`src/rtl/regfile_mp_pkg.sv`:
```
// regfile_mp_pkg: shared types, architectural reset values and init-value helper
package regfile_mp_pkg;
  localparam int GP_IDX = 28;
  localparam int SP_IDX = 29;
  localparam logic [31:0] GPAt = 32'h1000_8000;
  localparam logic [31:0] SPAt = 32'h7fff_eff0;
  typedef logic [4:0] reg_id_t;
  typedef struct packed {
    logic        en;
    reg_id_t     id;
    logic [31:0] data;
  } op_t;
  typedef enum logic {INIT, RUN} regfile_state_e;
  function automatic logic [31:0] init_val(input int idx);
    return idx == GP_IDX ? GPAt : idx == SP_IDX ? SPAt : 32'h0;
  endfunction
endpackage

```
`src/rtl/regfile_bypass.sv`:
```
// regfile_bypass: per-read-port write forwarding, highest write port wins, busy cleared on hit
module regfile_bypass #(
  parameter int NWRITE = 1,
  parameter int WIDTH  = 32,
  parameter int AW     = 5
) (
  input  logic [AW-1:0]    rd_id_i,
  input  logic             wr_en_i   [NWRITE],
  input  logic [AW-1:0]    wr_id_i   [NWRITE],
  input  logic [WIDTH-1:0] wr_data_i [NWRITE],
  input  logic [WIDTH-1:0] rf_data_i,
  input  logic             rf_busy_i,
  output logic [WIDTH-1:0] data_o,
  output logic             busy_o
);
  // later ports overwrite earlier matches so the highest index takes priority
  always_comb begin
    data_o = rf_data_i;
    busy_o = rf_busy_i;
    for (int k = 0; k < NWRITE; k++) begin
      if (wr_en_i[k] && wr_id_i[k] != '0 && wr_id_i[k] == rd_id_i) begin
        data_o = wr_data_i[k];
        busy_o = 1'b0;
      end
    end
  end
endmodule

```
`src/rtl/regfile_mp.sv`:
```
// regfile_mp: multi-port register file with busy scoreboard and init walk; REGFILE_BYPASS_EN enables same-cycle forwarding
module regfile_mp
  import regfile_mp_pkg::*;
#(
  parameter int NREGS  = 32,
  parameter int WIDTH  = 32,
  parameter int NREAD  = 2,
  parameter int NWRITE = 1,
  localparam int AW    = $clog2(NREGS)
) (
  input  logic             clk,
  input  logic             rst,
  input  logic [AW-1:0]    read_id_i    [NREAD],
  output logic [WIDTH-1:0] read_data_o  [NREAD],
  output logic             read_busy_o  [NREAD],
  input  logic             write_en_i   [NWRITE],
  input  logic [AW-1:0]    write_id_i   [NWRITE],
  input  logic [WIDTH-1:0] write_data_i [NWRITE],
  input  logic             reserve_en_i,
  input  logic [AW-1:0]    reserve_id_i,
  output logic             ready_o
);
  regfile_state_e   state_q, state_d;
  logic [AW-1:0]    idx_q, idx_d;
  logic [WIDTH-1:0] regs_q [NREGS];
  logic [WIDTH-1:0] regs_d [NREGS];
  logic [NREGS-1:0] busy_q, busy_d;
  // init walk loads one register per cycle; in RUN writes clear busy, then a reservation re-sets it
  always_comb begin
    state_d = state_q;
    idx_d   = idx_q;
    regs_d  = regs_q;
    busy_d  = busy_q;
    if (state_q == INIT) begin
      regs_d[idx_q] = WIDTH'(init_val(int'(idx_q)));
      busy_d[idx_q] = 1'b0;
      idx_d         = idx_q + 1'b1;
      state_d       = idx_q == AW'(NREGS - 1) ? RUN : INIT;
    end else begin
      for (int k = 0; k < NWRITE; k++) begin
        if (write_en_i[k] && write_id_i[k] != '0) begin
          regs_d[write_id_i[k]] = write_data_i[k];
          busy_d[write_id_i[k]] = 1'b0;
        end
      end
      if (reserve_en_i && reserve_id_i != '0) busy_d[reserve_id_i] = 1'b1;
    end
  end
  // reset restarts the walk and drops any write presented in the same cycle
  always_ff @(posedge clk) begin
    if (rst) begin
      state_q <= INIT;
      idx_q   <= '0;
    end else begin
      state_q <= state_d;
      idx_q   <= idx_d;
      regs_q  <= regs_d;
      busy_q  <= busy_d;
    end
  end
  assign ready_o = state_q == RUN;
  for (genvar r = 0; r < NREAD; r++) begin : g_rd
    logic [WIDTH-1:0] sel_data;
    logic             sel_busy;
`ifdef REGFILE_BYPASS_EN
    regfile_bypass #(.NWRITE(NWRITE), .WIDTH(WIDTH), .AW(AW)) u_bypass (
      .rd_id_i   (read_id_i[r]),
      .wr_en_i   (write_en_i),
      .wr_id_i   (write_id_i),
      .wr_data_i (write_data_i),
      .rf_data_i (regs_q[read_id_i[r]]),
      .rf_busy_i (busy_q[read_id_i[r]]),
      .data_o    (sel_data),
      .busy_o    (sel_busy)
    );
`else
    assign sel_data = regs_q[read_id_i[r]];
    assign sel_busy = busy_q[read_id_i[r]];
`endif
    assign read_data_o[r] = (state_q == INIT || read_id_i[r] == '0) ? '0 : sel_data;
    assign read_busy_o[r] = state_q == INIT ? 1'b1 : read_id_i[r] == '0 ? 1'b0 : sel_busy;
  end
endmodule

```
`config.mk`:
```
export PLATFORM = sky130hd
export DESIGN_NAME = regfile_mp
export DESIGN_NICKNAME = d
export VERILOG_FILES = /design/src/rtl/regfile_mp_pkg.sv /design/src/rtl/regfile_bypass.sv /design/src/rtl/regfile_mp.sv
export SDC_FILE = /design/constraint.sdc
export NUM_CORES = 2
export LEC_CHECK = 0
export ABC_CLOCK_PERIOD_IN_PS = 4800
export BUFFER_PORTS_ARGS = -buffer_cell sky130_fd_sc_hd__buf_4
export CORE_ASPECT_RATIO = 0.75
export CORE_MARGIN = 3
export CORE_UTILIZATION = 50
export DETAILED_ROUTE_END_ITERATION = 16
export PLACE_DENSITY = 0.65
export SLEW_MARGIN = 5
export SYNTH_ARGS = -nofsm -noshare
export SYNTH_HDL_FRONTEND = slang
export SYNTH_SLANG_ARGS = --single-unit
```
`constraint.sdc`:
```
create_clock -name clk -period 4.8 [get_ports clk]
set_clock_uncertainty 0.2 [all_clocks]
set_input_delay 0 -clock clk [delete_from_list [all_inputs] [get_ports clk]]
set_output_delay 0 -clock clk [all_outputs]
set_load 0.02 [all_outputs]
```
# After elaboration in Yosys (flattened, before gate mapping)
# Cells that the tools add are included.
[totals]
register_bits = 1062
output_inout_bits = 67
elab_cells = 117
in_bits = 56
[op_classes]
bitwise_logic = 11
eq_ne = 4
order_cmp = 14
mux = 38
n_reduce_logical = 14
add_sub_neg = 1
[op_table]
columns = ["cell", "count"]
rows = [
  ["1024-bit bitwise mux", 2],
  ["1024-bit two-way mux", 2],
  ["32-bit two-way mux", 12],
  ["32-bit binary-select mux with 5-bit select", 2],
  ["32-bit demux with 5-bit select", 2],
  ["32-bit bitwise AND", 2],
  ["32-bit NOT", 2],
  ["31-bit two-way mux", 2],
  ["32-bit OR", 1],
  ["5-bit by 6-bit < comparator with 1-bit output, second input constant", 5],
  ["6-bit greater-or-equal comparator, second input constant", 4],
  ["5-bit NOT with 6-bit output", 4],
  ["1-bit demux with 5-bit select", 3],
  ["5-bit by 1-bit greater-or-equal comparator with 1-bit output, second input constant", 3],
  ["6-bit by 1-bit < comparator with 1-bit output, second input constant", 2],
  ["1-bit two-way mux", 11],
  ["1-bit binary-select mux with 5-bit select", 2],
  ["5-bit by 3-bit equality test with 1-bit output, second input constant", 2],
  ["5-bit zero test", 2],
  ["5-bit nonzero test", 2],
  ["1-bit logical AND", 7],
  ["5-bit by 1-bit adder with 5-bit output, second input constant", 1],
  ["5-bit equality test, second input constant", 1],
  ["1-bit logical OR", 2],
  ["other kinds (3)", 4],
]

# Longest topological paths before layout
[logic_depth]
word_depth = 11
ltp_mapped = 8

# Worst setup path before layout
# Ideal clock, no wire load.
[synth_path]
kind = "flip-flop to flip-flop"
from = "register state_q (netlist: ready_o)"
to = "register regs_q[0] in the netlist's numbering (enable)"
arrival_time_ns = 3.028
path_stages_with_launch = 6
path_buffers = 3
required_time_ns = 4.168
synth_period_minus_slack_ns = 3.660
path_slack_ns = 1.140
path_cell_list = "dfxtp_1 -> clkbuf_1 -> clkbuf_1 -> clkbuf_1 -> nand3_1 -> a21oi_1"
[synth_via]
elab_chain_cells = 2
[synth_rtl]
columns = ["item", "line_no", "source"]
rows = [
  ["start: declaration", "regfile_mp.sv:23", "regfile_state_e state_q, state_d;"],
  ["start signal: assignment", "regfile_mp.sv:55", "state_q <= state_d;"],
  ["2-bit by 1-bit != test with 1-bit output (no line)", "-", ""],
  ["2-bit AND reduction (no line)", "-", ""],
  ["end signal: assignment", "regfile_mp.sv:57", "regs_q <= regs_d;"],
  ["end: declaration", "regfile_mp.sv:25", "logic [WIDTH-1:0] regs_q [NREGS];"],
]
# Every way passes these cells.
# A chain may end at the register's enable or synchronous reset.

==> run metrics <==
total wire length=between 150 and 200 mm; max-slew violations=0; htree depth=3; Post-Syn Instances=around 3700; fmax=about 230 MHz; Die Ht=294 µm; DRC violations left=0; 1st-iter DRT viols=6499; unique cell type count in the Yosys netlist=55; clock network power share=0.416; CP max FO=80; routed vias=between 30000 and 40000; MaxCap Viol Count=0; Psw=roughly 0.0045 W; share of cells above drive strength 1=0.292; slowest CP cell=or3_2; Int Pwr=about 0.015 W; Layout Area Growth over Synthesis=11.7%; post-synthesis sequential area ratio=0.576; ys flop type=edfxtp_1; wl on met1=71.4 mm; Max rail drop VDD=between 0.0002 and 0.0003 V; GRT Util Overall=0.327; RSZ-0062 raised after global routing=false; Sequential Power Share=0.514; Synth Warn #=0; Max-slew headroom=0.0903; Worst Tran Pin Value=between 1 and 1.5 ns; Worst path max stage delay=0.98 ns; crit path DAT=approximately 4.1 ns; io pins=around 120; CTS Buffer Depth=3; switching share of power=0.229; routed len/inst=around 36 µm; crit start category=register; routed wl met3=~30 mm; final net count=approximately 3800; number of synthesized flops with an enable pin=approximately 1100; period utilization=0.900; Num CTS Buffers=about 100; setup TNS=0 ns; Hold Violations, Final=0; Die X=a little under 400 µm; Pwr Total=a little under 0.02 W; FP Rows=104; vias in the first global route=between 30000 and 40000; ANT nets after route=0; logic gate share of total power=0.069; FF+latch count, synth=1062; outcome=completed; Clk pin slew, worst setup/hold paths=~0.060 ns; GP Congestion=0.989; filler instances=8398; largest net degree at the start of global routing=roughly 110; root buffer cell=clkbuf_16; CP Capture Type=primary output; highest routed metal layer=met5; DRT Pass-1 Iters=6; HP Class=in2reg; Crit Path Category=reg2out; core region area=around 110000 µm²; first-pass GRT wire length=265 mm; CTS tree=built; pwr/cell area=321 nW/µm²; met2 wire len=between 70 and 80 mm; leakage power=17.0 nW; Crit path required time=about 4.6 ns; critical path, cell by cell=inv_2 -> or3_2 -> o21ai_1 -> buf_4; min cycle time layout=around 4.3 ns; later-pin clock latency in the skew report=0.71 ns; Largest delay share family, worst path=simple AND/OR/NAND/NOR gates; DP Wirelength=112 mm; vias per std cell=slightly above 7; Die Area=between 100000 and 150000 µm²; CTS sink cnt=roughly 1100; Mapped Nets=3751; Buf+Inv Stages, Crit Path=2; final-report setup violation count=0; commonest non-fill, non-tap cell in the layout=edfxtp_1; initial core utilization=0.509; Area after DPL=57500 µm²; GR Overflow Total=0; number of port buffers=around 120; Mean Syn Cell Area=approximately 15 µm²; Synth async-reset ratio=0; initial antenna violation count=3; post-CTS sizing=0; most frequent cells in the layout=edfxtp_1 (1056), nor2_1 (899), mux4_2 (650); Syn Std Cell Area=55300 µm²; Design Area, Final=around 62000 µm²
==> path summary, 6_finish.rpt <==
path                                       start              end  slack [ns]  depth (start not counted)
worst max-delay path                     ready_o  read_data_o[10]        0.48                          4
worst min register to register          idx_q[1]         idx_q[1]        0.40                          2
worst max register to register           ready_o      regs_q[441]        1.35                          4
worst min-delay path            write_data_i[22]     regs_q[1014]        0.06                          3
==> metrics by stage <==
step / hold slack (ns) / worst slack [ns] / std cells / util
5_1_grt: 0.0391 / 0.502 / 5213 / 0.569
2_1_floorplan: -0.00185 / 1.14 / 3690 / -
3_5_place_dp: 0.106 / 1.46 / 4941 / 0.530
3_3_place_gp: 0.0983 / 1.49 / 4941 / 0.530
6_report: 0.0596 / 0.478 / 5217 / 0.569
4_1_cts: 0.00202 / 0.706 / 5213 / 0.569
==> per-layer routing <==
metal / track usage / vias up
met5: 0 / -
met4: 0.0988 / 2
met3: 0.122 / 374
met2: 0.454 / 3267
met1: 0.483 / 18800
li1: - / 14300
==> layout make-up <==
cell class,instances,area (µm²),share of cell area
diodes,4,10.0,0.000162
clock buffers,120,2710,0.0438
clock inverters,66,631,0.0102
inverters,99,374,0.00606
multi-input cells,2121,21600,0.350
flip-flops and latches,1062,31800,0.516
well taps,1431,1790,0.0290
repair buffers,314,2800,0.0453
==> power by group through the flow <==
| stage | sequential [W] | combinational [W] | clock, W |
|---|---|---|---|
| after floorplan | 0.0104 | 0.000860 | 0 |
| after global placement | 0.0104 | 0.00128 | 0 |
| after detailed placement | 0.0104 | 0.00128 | 0 |
| after CTS | 0.0102 | 0.00135 | 0.00829 |
| after global routing | 0.0102 | 0.00141 | 0.00869 |
| final | 0.0102 | 0.00137 | 0.00825 |
==> repair_timing <==
action,4_1_cts,5_1_grt
hold endpoints to repair,471,0
hold buffers,86,0
buffers inserted,0,0
endpoints found under the setup margin,0,0
==> cells in the mapped netlist (2+ instances only) <==
library cell	n	area, µm²
and3_1	3	18.8
a221oi_1	3	26.3
a32oi_1	26	228
a21oi_1	31	155
xor2_1	2	17.5
or3_1	3	18.8
and2_1	62	388
mux4_2	650	14600
mux2_2	3	33.8
buf_1	36	135
buf_2	37	185
a311oi_1	2	17.5
a22oi_1	3	22.5
dfxtp_1	6	120
nand4_1	5	31.3
nand2b_1	3	18.8
o21ai_1	65	325
edfxtp_1	1056	31700
nor3b_1	5	37.5
o2111ai_1	2	17.5
buf_4	24	180
o22ai_1	28	175
buf_6	19	214
nand2_1	79	297
nor2_1	929	3490
a211oi_1	2	15.0
inv_2	3	11.3
ha_1	5	62.6
or2_2	2	12.5
mux2i_1	10	100
nor2b_1	11	68.8
nand3b_1	2	15.0
and3b_1	6	52.6
o21ai_0	82	410
nand3_1	76	380
o2bb2ai_1	2	17.5
nor3_1	3	15.0
inv_1	96	360
clkbuf_1	292	1100
==> cell families (layout without fill, tap and decap cells) <==
family / after synthesis / after routing / synth area share
buffers and inverters: 507 / 599 / 0.0395
flip-flops: 1062 / 1062 / 0.576
adder cells (fa/ha/maj): 5 / 5 / 0.00113
multiplexers: 663 / 663 / 0.267
XOR/XNOR: 3 / 3 / 0.000476
other: 0 / 4 / 0
AO/OA/AOI/OAI: 254 / 254 / 0.0267
AND/OR/NAND/NOR: 1196 / 1196 / 0.0888
==> worst register-to-register path, cell delays in order (launching register included) <==
cell	delay (ns)
dfxtp_4	0.96
buf_4	0.61
a32oi_1	0.27
nor2_4	0.72
buf_4	0.37
==> state kept, by name, indices dropped and copies added, names as in the netlist <==
signal / flops
busy_q: 32
idx_q: 5
ready_o: 1
regs_q: 1024
Note: power is estimated with default switching activity, not from simulation.
